File: src/rtl/imm_ext_pkg.sv
// imm_ext_pkg
// Shared constants for the immediate extender:
//   - extension mode encodings carried on in_mode
//   - occupancy encoding of the 2-entry output buffer
package imm_ext_pkg;

  localparam logic [1:0] IMM_SIGN   = 2'b00;
  localparam logic [1:0] IMM_ZERO   = 2'b01;
  localparam logic [1:0] IMM_UPPER  = 2'b10;
  localparam logic [1:0] IMM_BRANCH = 2'b11;

  typedef enum logic [1:0] {
    OCC_EMPTY = 2'd0,
    OCC_ONE   = 2'd1,
    OCC_TWO   = 2'd2
  } occ_e;

endpackage

File: src/rtl/imm_ext_core.sv
// imm_ext_core
// Purely combinational immediate extension.
// Parameters: IN_W (2 .. OUT_W-2), OUT_W (>= IN_W+2)
// Ports:
//   imm  in  IN_W   raw immediate
//   mode in  2      SIGN / ZERO / UPPER / BRANCH
//   ext  out OUT_W  extended value
module imm_ext_core
  import imm_ext_pkg::*;
#(
  parameter int IN_W  = 16,
  parameter int OUT_W = 32
) (
  input  logic [IN_W-1:0]  imm,
  input  logic [1:0]       mode,
  output logic [OUT_W-1:0] ext
);

  logic [OUT_W-1:0] sign_ext;
  logic [OUT_W-1:0] zero_ext;
  logic [OUT_W-1:0] upper_ext;

  assign sign_ext  = {{(OUT_W-IN_W){imm[IN_W-1]}}, imm};
  assign zero_ext  = {{(OUT_W-IN_W){1'b0}}, imm};
  assign upper_ext = {imm, {(OUT_W-IN_W){1'b0}}};

  always_comb begin
    // NOTE: default assignment first so no path through the case can infer a latch.
    ext = sign_ext;
    case (mode)
      IMM_SIGN:   ext = sign_ext;
      IMM_ZERO:   ext = zero_ext;
      IMM_UPPER:  ext = upper_ext;
      IMM_BRANCH: ext = sign_ext << 2;  // top two bits fall off
      default:    ext = sign_ext;
    endcase
  end

endmodule

File: src/rtl/imm_extend_pipe.sv
// imm_extend_pipe
// Immediate extender with a 2-entry output FIFO so the consumer can stall.
// Results are extended at accept time; the buffer holds extended values.
// Optional feature: define IMMEXT_CNT_EN to add the xfer_cnt port, a 16-bit
// wrapping count of accepted inputs.
// Ports:
//   Clk       in   rising-edge clock
//   Reset_n   in   asynchronous active-low reset
//   in_valid  in   in_imm/in_mode valid
//   in_ready  out  buffer not full (depends on state only)
//   in_imm    in   IN_W raw immediate
//   in_mode   in   2-bit extension mode
//   out_valid out  buffer not empty
//   out_ready in   consumer takes out_data
//   out_data  out  OUT_W head entry
//   xfer_cnt  out  16-bit accept count (IMMEXT_CNT_EN only)
module imm_extend_pipe
  import imm_ext_pkg::*;
#(
  parameter int IN_W  = 16,
  parameter int OUT_W = 32
) (
  input  logic             Clk,
  input  logic             Reset_n,
  input  logic             in_valid,
  output logic             in_ready,
  input  logic [IN_W-1:0]  in_imm,
  input  logic [1:0]       in_mode,
  output logic             out_valid,
  input  logic             out_ready,
  output logic [OUT_W-1:0] out_data
`ifdef IMMEXT_CNT_EN
  ,
  output logic [15:0]      xfer_cnt
`endif
);

  occ_e             state;
  logic [OUT_W-1:0] head;
  logic [OUT_W-1:0] tail;
  logic [OUT_W-1:0] ext;
  logic             push;
  logic             pop;

  imm_ext_core #(
    .IN_W  (IN_W),
    .OUT_W (OUT_W)
  ) u_core (
    .imm  (in_imm),
    .mode (in_mode),
    .ext  (ext)
  );

  // Both flags derive from the state register only, so no input reaches them
  // combinationally.
  assign in_ready  = (state != OCC_TWO);
  assign out_valid = (state != OCC_EMPTY);
  assign out_data  = head;

  assign push = in_valid && in_ready;
  assign pop  = out_valid && out_ready;

  always_ff @(posedge Clk or negedge Reset_n) begin
    if (!Reset_n) begin
      // NOTE: the two entries are reset because out_data must read 0 in reset;
      // a plain storage array with no such visibility would not need it.
      state <= OCC_EMPTY;
      head  <= '0;
      tail  <= '0;
    end else begin
      // NOTE: non-blocking assignments so every register updates from
      // pre-edge values, e.g. head <= tail in TWO sees the old tail.
      case (state)
        OCC_EMPTY: begin
          if (push) begin
            head  <= ext;
            state <= OCC_ONE;
          end
        end
        OCC_ONE: begin
          case ({push, pop})
            2'b10: begin
              tail  <= ext;
              state <= OCC_TWO;
            end
            2'b01: state <= OCC_EMPTY;
            2'b11: head <= ext;  // old head leaves, new result takes its place
            default: ;
          endcase
        end
        OCC_TWO: begin
          if (pop) begin
            head  <= tail;
            state <= OCC_ONE;
          end
        end
        default: state <= OCC_EMPTY;
      endcase
    end
  end

`ifdef IMMEXT_CNT_EN
  always_ff @(posedge Clk or negedge Reset_n) begin
    if (!Reset_n) begin
      xfer_cnt <= '0;
    end else if (push) begin
      xfer_cnt <= xfer_cnt + 16'd1;  // wraps naturally at 16 bits
    end
  end
`endif

endmodule

File: config.mk
export PLATFORM = sky130hd
export DESIGN_NAME = imm_extend_pipe
export DESIGN_NICKNAME = d
export VERILOG_FILES = /design/src/rtl/imm_ext_pkg.sv /design/src/rtl/imm_ext_core.sv /design/src/rtl/imm_extend_pipe.sv
export SDC_FILE = /design/constraint.sdc
export NUM_CORES = 1
export LEC_CHECK = 0
export ABC_AREA = 1
export CAP_MARGIN = 20
export CORE_MARGIN = 2
export CORE_UTILIZATION = 57
export CTS_CLUSTER_SIZE = 14
export DETAILED_ROUTE_END_ITERATION = 6
export PLACE_DENSITY = 0.83
export SLEW_MARGIN = 40
export SYNTH_ARGS = -nofsm -noshare
export SYNTH_HDL_FRONTEND = slang
export SYNTH_SLANG_ARGS = --single-unit
File: constraint.sdc
create_clock -name Clk -period 3.3 [get_ports Clk]
set_clock_uncertainty 0.1 [all_clocks]
set_input_delay 0.99 -clock Clk [delete_from_list [all_inputs] [get_ports Clk]]
set_output_delay 0.99 -clock Clk [all_outputs]
set_load 0.02 [all_outputs]
==> qor.yml, run 1 <==
die:
  core_mm2: 0.00554
  die-area_mm2: 0.00643
  io_pins: 56
  die_h_um: 80.2
  start_util_pct: 59.7
  fp-row-count: 27
  die_w_um: 80.2
pwr:
  p_comb_share_pct: 33.3
  p_sw_mw: 0.916
  power_leakage_nw: 2.25
  swShare_pct: 35.0
  p_seq_share_pct: 45.5
  pwr-share-clk_pct: 21.2
  ir_drop_mv: 0.355
  p_per_area_mw_per_mm2: 649
  total_power_mw: 2.61
  p_int_mw: 1.70
place:
  hpwl_mm: 5.50
  place_congestion: 0.955
  placed_cell_area_mm2: 0.00387
  portBuffers: 55
worst_setup_path:
  crit_top_cell: "nand2_1"
  critPathCaptureType: "flop"
  crit_chain: "clkdlybuf4s50_1 > inv_2 > nand2_1 > nand3_4 > nand3_1 > nand2_1 > nand2_1"
  cpPeakStageDelay_ps: 830
  critical_path.slowest_cell: "clkdlybuf4s50_1"
  crit_type: "input pin to flop"
  critPathMaxFanout: 28
  required_ps: 3480
  worst_ep_arrival_time_ps: 2820
  start_kind: "input pin"
yosys:
  synth_enable_flop_cells: 0
  ys_top_cells_by_area: "dfrtp_1, nand2_1, nand3_1, nor2_1, buf_2"
  synth_nets: 493
  synth-seq-cells: 66
  ys_warn_count: 0
  netlist_area_mm2: 0.00331
  synthFlopType: "dfrtp_1"
  synth_common_cells: "nand2_1, dfrtp_1, nand3_1"
  synth.avg_cell_area_um2: 7.02
  ys_async_sr_fraction_pct: 100
  synth_top_area_share_pct: 49.9
  synth_cell_types: 17
  yosysSeqAreaShare_pct: 49.9
  synth_top_area_cell: "dfrtp_1"
  synth_cells: 471
  synth.most_common_cell: "nand2_1"
final_layout:
  fin_nets: 538
  drive_gt1_share_pct: 5.42
  n_antenna_cell: 0
  area_growth_pct: 21.6
  design_area_mm2: 0.00402
global_route:
  grt_pass1_wl_mm: 13.6
  grt_usage_pct: 27.4
  antenna_found_initial: 0
  grt_max_degree: 52
  grt_pass1_vias: 2925
  overflow: 0
sta:
  slew_viol_final: 0
  setup_violations: 0
  timing.final.crit_period_ps: 2640
  rsz0062_at_grt: "false"
  fin_setup_tns_ps: 0
  hold_viol_final: 0
  worst-slew-pin-transition_ps: 604
  relSlewSlack_pct: 59.7
  finalCritPeriodShare_pct: 80.0
  fmax_ghz: 0.379
route:
  dr_wl_met3_um: 521
  route.met2.wl_mm: 3.75
  routedWlPerCell_um: 13.6
  dr.pass1.iters: 5
  ant_nets: 0
  via_per_inst: 5.29
  finalWirelength_mm: 8.02
  highest-signal-layer: "met4"
  route.layer.met1.wl_mm: 3.59
  drt_iter0_drc: 239
  vias: 3116
  drcViolationCount: 0
clock_network:
  clkSlewWorstSetupHoldPaths_ps: 60
  clock-root-buffer: "clkbuf_8"
  ctsHoldBuffers: 0
  clk_path_buf_depth: 2
  numCtsBuffers: 9
  h-tree-depth: 3
  post_cts_resized: 0
  clock_latency_ps: 340
  cts_tree: "yes"
  cts.sinks: 66
  post_cts_buffers: 0
min_path:
  hold_path_class: "flop to flop"
outcome:
  outcome: "completed"
job:
  maxCapViolations: 0
==> placed cells by master (no fill, tap or decap), drive strengths merged <==
cell type,count
o31ai,1
nand2,280
clkinv,1
a21oi,1
clkdlybuf4s50,54
inv,8
o21ai,9
buf,7
dfrtp,66
clkbuf,11
nand3,47
nor2,31
nand4,1
==> metal layers <==
layer  global-route usage [%]  up-vias
met4                     8.98        0
met5                        0        -
li1                         -     1537
met3                     4.04       17
met2                     42.8      120
met1                     39.3     1442
==> cell families after synthesis <==
kind of cell	Yosys count	synth area share [%]
and+or+nand+nor	359	43.2
DFF	66	49.9
buffers and inverters	35	5.14
AOI/OAI and AO/OA	11	1.74
==> worst max-delay path: cells and delay by family <==
| family | cells | cell delay (ps) |
|---|---|---|
| buffers and inverters | 2 | 1070 |
| and+or+nand+nor | 5 | 740 |
==> area by class of cell <==
cell class | instances | area (um2)
Inverter | 8 | 30.0
Clock inverter | 1 | 5.00
Tap cell | 72 | 90.1
Fill cell | 461 | 1520
Clock buffer | 11 | 141
Timing Repair Buffer | 61 | 618
Sequential cell | 66 | 1650
Multi-Input combinational cell | 370 | 1490
==> power by group through the flow <==
stage | combinational, mW | sequential [mW] | clock (mW)
2_1_floorplan | 0.371 | 1.31 | 0
6_report | 0.871 | 1.19 | 0.554
3_3_place_gp | 0.848 | 1.18 | 0
4_1_cts | 0.877 | 1.19 | 0.561
3_5_place_dp | 0.872 | 1.19 | 0
5_1_grt | 0.964 | 1.21 | 0.598
==> worst paths after layout <==
path                                            end  slack (ps)  depth (start not counted)                  from
max in group asynchronous      tail[12]$_DFFE_PN0P_        2090                          2               Reset_n
max reg2reg                out_data[22]$_DFFE_PN0P_        1170                          9  state[0]$_DFFE_PN0P_
min                            tail[15]$_DFFE_PN0P_         380                          2  tail[15]$_DFFE_PN0P_
max                        out_data[22]$_DFFE_PN0P_         660                          7            in_mode[0]
min reg2reg                    tail[15]$_DFFE_PN0P_         380                          2  tail[15]$_DFFE_PN0P_
min in group asynchronous  out_data[28]$_DFFE_PN0P_         490                          1               Reset_n
==> flip-flops by register name (all words and copies together) (netlist names) <==
name      flops
out_data     32
state         2
tail         32
==> through the flow <==
stage                     setup slack, ps  std cells  hold WS (ps)  utilization (%)
after floorplan                      1340        471           342                -
after global placement                446        577           353             69.9
after detailed placement              348        577           359             69.9
after CTS                             687        589           376             72.6
after global routing                  515        589           398             72.6
final                                 661        589           376             72.6
(Power assumes the default switching activity.)
==> inputs of run 2 (changes only) <==
- CORE_UTILIZATION: 57 -> 53
- PLACE_DENSITY: 0.83 -> 0.78
- clock period: 3.3 -> 2.7 ns (I/O delays scaled with it)
==> run 2 against run 1 <==
Effect of this change:
- power increased by 29%
- worst hold slack got worse by 3.8 ps
- sequential share of layout area decreased by 0.75 points
- count of clock-buffer cells in the layout increased by 3
- first-iteration DRC count decreased by 3.3%
- via count decreased by 0.55%
- register-to-register slack got worse by 390 ps
- sequential power increased by 22%
- largest cell class unchanged
==> qor.yml, run 2 (synthesis results as in run 1) <==
outcome:
  outcome: "completed"
clock_network:
  cts.sinks: 66  # unchanged
  clkSlewWorstSetupHoldPaths_ps: 70  # about the same
  h-tree-depth: 3  # unchanged
  post_cts_resized: 0  # unchanged
  clock_latency_ps: 340  # about the same
  clk_path_buf_depth: 2  # unchanged
  numCtsBuffers: 9  # unchanged
  clock-root-buffer: "clkbuf_8"
  ctsHoldBuffers: 0  # unchanged
  post_cts_buffers: 0  # unchanged
  cts_tree: "yes"
final_layout:
  utilization_pct: 68.4  # -4.2 points
  drive_gt1_share_pct: 6.30  # +0.88 points
  fin_nets: 541  # +0.56%
  fin_cells: 599  # +1.7%
  fillers: 474  # +2.8%
  layout_common_cells: "nand2_1, dfrtp_1, clkdlybuf4s50_1"
  n_antenna_cell: 0  # unchanged
  design_area_mm2: 0.00410  # +1.9%
  area_growth_pct: 23.9
  layout_commonest_cell: "nand2_1"
pwr:
  ir_drop_mv: 0.512  # +44%
  p_per_area_mw_per_mm2: 819  # +26%
  power_leakage_nw: 2.29  # +1.6%
sta:
  timing.final.crit_period_ps: 2430
  hold_viol_final: 0  # unchanged
  fmax_ghz: 0.411
  rsz0062_at_grt: "false"
  relSlewSlack_pct: 58.9  # -0.76 points
  finalCritPeriodShare_pct: 90.2
  worst-slew-pin-transition_ps: 616  # +11.4 ps
  setup_violations: 0  # unchanged
  fin_setup_tns_ps: 0  # unchanged
  slew_viol_final: 0  # unchanged
worst_setup_path:
  critPathCaptureType: "primary output"
  critPathMaxFanout: 4  # -86%
  start_kind: "flop"
  worst_ep_arrival_time_ps: 1520  # -1300 ps
  r2r_end: "out_data[16]$_DFFE_PN0P_"
  rr_worst_depth: 8  # -1
  crit_type: "flop to primary output"
  required_ps: 1790  # -1690 ps
  r2r-start: "state[1]$_DFFE_PN0P_"
  rrSetupSlack_ps: 780  # -390 ps
route:
  vias: 3099  # -0.55%
  drcViolationCount: 0  # unchanged
  via_per_inst: 5.17  # -2.2%
  finalWirelength_mm: 8.12  # +1.2%
  ant_nets: 0  # unchanged
  dr.pass1.iters: 5  # unchanged
  routedWlPerCell_um: 13.6  # -0.44%
  drt_iter0_drc: 231  # -3.3%
global_route:
  grt_pass1_vias: 2948  # +0.79%
  antenna_found_initial: 0  # unchanged
  grt_pass1_wl_mm: 13.8  # +1.7%
  overflow: 0  # unchanged
  grt_max_degree: 67  # +29%
  grt_usage_pct: 24.7  # -2.7 points
place:
  placed_cell_area_mm2: 0.00390  # +0.68%
  portBuffers: 55  # unchanged
  hpwl_mm: 5.38  # -2.2%
  dpl.cell_count: 583  # +1.0%
  place_congestion: 0.925  # -3.1%
min_path:
  hold_path_startpoint: "tail[5]$_DFFE_PN0P_"
  hold_end: "tail[5]$_DFFE_PN0P_"
  hold_path_class: "flop to flop"
  min_path_cells: 2  # unchanged
die:
  fp-row-count: 28  # +3.7%
  die_w_um: 83.0  # +3.5%
  die-area_mm2: 0.00689  # +7.2%
  io_pins: 56  # unchanged
  start_util_pct: 55.2  # -4.5 points
  core_mm2: 0.00599  # +8.1%
  die_h_um: 83.0  # +3.5%
job:
  maxCapViolations: 0  # unchanged
## run 2: final cells by class
cell class | count | area [um2] | share of cell area, %
flip-flops and latches | 66 | 1650 | 40.3
multi-input cells | 370 | 1490 | 36.3
repair buffers | 64 | 638 | 15.6
clock buffers | 14 | 163 | 3.97
well taps | 75 | 93.8 | 2.29
clock inverters | 2 | 35.0 | 0.855
inverters | 8 | 30.0 | 0.733
## run 2: worst max-delay path by stage
| stage | start | to | slack [ps] | cells after the start |
|---|---|---|---|---|
| after floorplan | in_mode[0] | tail[25]$_DFFE_PN0P_ | 920 | 8 |
| after global placement | in_mode[0] | out_data[20]$_DFFE_PN0P_ | 280 | 7 |
| after detailed placement | in_mode[0] | out_data[19]$_DFFE_PN0P_ | 180 | 7 |
| after CTS | state[0]$_DFFE_PN0P_ | in_ready | 260 | 3 |
| after global routing | state[0]$_DFFE_PN0P_ | in_ready | 180 | 3 |
| final | state[1]$_DFFE_PN0P_ | in_ready | 270 | 2 |
## run 2: critical path: stages, from the launching register on
cell,delay (ps)
dfrtp_1,420
nand2_1,120
clkdlybuf4s50_1,650
## run 2: power by group
part | total, mW | internal, mW | switching, mW
clock network | 0.840 | 0.477 | 0.363
logic | 1.07 | 0.459 | 0.611
registers | 1.45 | 1.28 | 0.164
total | 3.36 | 2.22 | 1.14
## run 2: per-layer routing
layer  up-vias  part of all wire [%]  global-route usage, %
met2       114                    45                   37.4
met4         0                   2.1                   10.1
met5         -                     0                      0
li1       1542                     -                      -
met3        18                   6.2                   5.37
met1      1425                    46                   34.6
## run 2: metrics by stage
| stage | power, mW | setup slack, ps | hold WS [ps] |
|---|---|---|---|
| 6_report | 3.36 | 266 | 372 |
| 5_1_grt | 3.56 | 180 | 402 |
| 4_1_cts | 3.37 | 255 | 376 |
| 3_5_place_dp | 2.53 | 181 | 359 |
| 3_3_place_gp | 2.49 | 283 | 354 |
| 2_1_floorplan | 2.06 | 921 | 342 |
==> inputs of run 3 (changes only) <==
- CORE_ASPECT_RATIO: default -> 1.25
- CORE_UTILIZATION: 53 -> 54
- SLEW_MARGIN: 40 -> default
- SYNTH_HIERARCHICAL: default -> 1
==> run 3 against run 2 <==
Effect of this change:
- synthesized cell count is 2.1% higher
- fmax is 6.7% lower
- first-iteration DRC count is 4.8% higher
- register-to-register slack hardly changed
- setup slack worse by 170 ps
- non-clock buffer count is 3 higher
- routed wire length is 8.1% higher
- die area is 6.9% higher
- cell area is 6.6% higher
- critical endpoint is now out_valid
- largest cell class unchanged
- highest routed layer unchanged
==> qor.yml, run 3 <==
place:
  hpwl_mm: 5.94  # +10%
  place_congestion: 0.904  # -2.3%
  dpl.cell_count: 601  # +3.1%
  portBuffers: 55  # unchanged
  placed_cell_area_mm2: 0.00418  # +7.3%
yosys:
  synth.avg_cell_area_um2: 7.51  # +6.9%
  ys_warn_count: 6  # +6
  synth_nets: 503  # +2.0%
  netlist_area_mm2: 0.00361  # +9.2%
  synth_top_area_cell: "dfrtp_1"
  synth.most_common_cell: "nand2_1"
  synth_top_area_share_pct: 45.7  # -4.2 points
  synthFlopType: "dfrtp_1"
  ys_async_sr_fraction_pct: 100  # unchanged
  synth_enable_flop_cells: 0  # unchanged
  synth-seq-cells: 66  # unchanged
  synth_cells: 481  # +2.1%
  yosysSeqAreaShare_pct: 45.7  # -4.2 points
  synth_common_cells: "nand2_1, nand3_1, dfrtp_1"
  synth_cell_types: 21  # +4
  ys_top_cells_by_area: "dfrtp_1, nand2_1, nand3_1, o21ai_0, inv_1"
sta:
  setup_violations: 0  # unchanged
  finalCritPeriodShare_pct: 96.6  # +6.4 points
  relSlewSlack_pct: 72.8  # +14 points
  worst-slew-pin-transition_ps: 403  # -212 ps
  slew_viol_final: 0  # unchanged
  timing.final.crit_period_ps: 2610  # +174 ps
  hold_viol_final: 0  # unchanged
  rsz0062_at_grt: "false"
  fin_setup_tns_ps: 0  # unchanged
  fmax_ghz: 0.383  # -6.7%
route:
  via_per_inst: 5.23  # +1.2%
  drcViolationCount: 0  # unchanged
  vias: 3224  # +4.0%
  drt_iter0_drc: 242  # +4.8%
  finalWirelength_mm: 8.78  # +8.1%
  ant_nets: 0  # unchanged
  routedWlPerCell_um: 14.3  # +5.1%
  dr.pass1.iters: 5  # unchanged
global_route:
  use_met2_pct: 45.9  # +8.6 points
  met3_usage_pct: 4.45  # -0.92 points
  grt_max_degree: 67  # unchanged
  grt_usage_pct: 25.7  # +1.0 points
  antenna_found_initial: 0  # unchanged
  overflow: 0  # unchanged
  met1_usage_pct: 31.0  # -3.6 points
  grt_pass1_vias: 3110  # +5.5%
  busiest_layer: "met2"
  grt_pass1_wl_mm: 15.0  # +8.3%
worst_setup_path:
  startpoint: "state[0]$_DFFE_PN0P_"
  cpPeakStageDelay_ps: 560  # -90 ps
  crit_chain: "inv_2 > nand2_2 > clkdlybuf4s50_1"
  worst_ep_arrival_time_ps: 1700  # +180 ps
  crit_type: "flop to primary output"
  start_kind: "flop"
  critical_path.slowest_cell: "clkdlybuf4s50_1"
  required_ps: 1790  # about the same
  r2r-start: "state[0]$_DFFE_PN0P_"
  critPathCaptureType: "primary output"
  critPathMaxFanout: 15  # +11
die:
  die_h_um: 95.4  # +15%
  fp-row-count: 33  # +18%
  io_pins: 56  # unchanged
  die-area_mm2: 0.00736  # +6.9%
  die_w_um: 77.2  # -7.0%
  core_mm2: 0.00652  # +8.9%
  start_util_pct: 55.4  # +0.15 points
clock_network:
  cts.sinks: 66  # unchanged
  cts_tree: "yes"
  clock_latency_ps: 340  # about the same
  clkSlewWorstSetupHoldPaths_ps: 70  # about the same
  h-tree-depth: 3  # unchanged
  numCtsBuffers: 9  # unchanged
  post_cts_buffers: 0  # unchanged
  post_cts_resized: 0  # unchanged
  ctsHoldBuffers: 0  # unchanged
  clk_path_buf_depth: 2  # unchanged
  clock-root-buffer: "clkbuf_8"
final_layout:
  drive_gt1_share_pct: 11.5  # +5.2 points
  utilization_pct: 67.0  # -1.4 points
  fin_cells: 616  # +2.8%
  n_antenna_cell: 0  # unchanged
  design_area_mm2: 0.00437  # +6.6%
  fillers: 611  # +29%
  layout_common_cells: "nand2_1, nand3_1, dfrtp_1"
  layout_commonest_cell: "nand2_1"
  fin_nets: 547  # +1.1%
  area_growth_pct: 20.9
pwr:
  total_power_mw: 4.46  # +33%
  power_leakage_nw: 2.32  # +1.3%
  p_per_area_mw_per_mm2: 1020  # +25%
  ir_drop_mv: 0.549  # +7.2%
job:
  maxCapViolations: 0  # unchanged
outcome:
  outcome: "completed"
min_path:
  hold_path_class: "input pin to asynchronous set/reset pin"
-- run 3: changes by cell type after synthesis, sizes merged, moves of 6 or more --
cell | previous run | this run
clkbuf | 2 | 8
inv | 8 | 42
nand2 | 280 | 187
nand3 | 47 | 105
nor2 | 31 | 3
o21ai | 9 | 41
-- run 3: through the flow --
stage	hold slack (ps)	worst slack, ps
5_1_grt	407	27.9
2_1_floorplan	354	979
3_3_place_gp	360	107
3_5_place_dp	364	92.4
6_report	379	92.2
4_1_cts	382	60.1
-- run 3: cell families after synthesis --
| group | count (synthesis) | synth area share [%] |
|---|---|---|
| AO/OA/AOI/OAI | 42 | 5.82 |
| buffers and inverters | 76 | 9.94 |
| flip-flops | 66 | 45.7 |
| AND/OR/NAND/NOR | 297 | 38.5 |
-- run 3: critical path: cells and delay by family, from the launching register on --
kind	cells	cell delay, ps
DFF	1	430
buffers and inverters	2	810
and+or+nand+nor	1	120
-- run 3: final timing paths --
path	to	slack, ps	cells past startpoint
min in group Clk	out_data[1]$_DFFE_PN0P_	380	2
max reg2reg	out_data[28]$_DFFE_PN0P_	780	7
min	out_data[14]$_DFFE_PN0P_	380	2
max in group asynchronous	out_data[28]$_DFFE_PN0P_	1840	2
max	out_valid	90	3
min reg2reg	out_data[1]$_DFFE_PN0P_	380	2
-- run 3: final cells by class --
cell class	count	area, um2	area share, %
sequential	66	1650	37.8
multi-input combinational	339	1600	36.7
timing repair buffer	67	661	15.1
inverter	42	160	3.67
clock buffer	12	145	3.32
tap	87	109	2.49
clock inverter	3	40.0	0.917
-- run 3: layer usage --
metal,up-vias,share of wire [%]
li1,1615,-
met5,-,0
met3,16,3.9
met2,96,52
met4,0,1.8
met1,1497,42
-- run 3: where the power goes --
group          switching [mW]  internal, mW
sequential              0.265          1.44
combinational            1.18         0.771
clock                   0.358         0.444
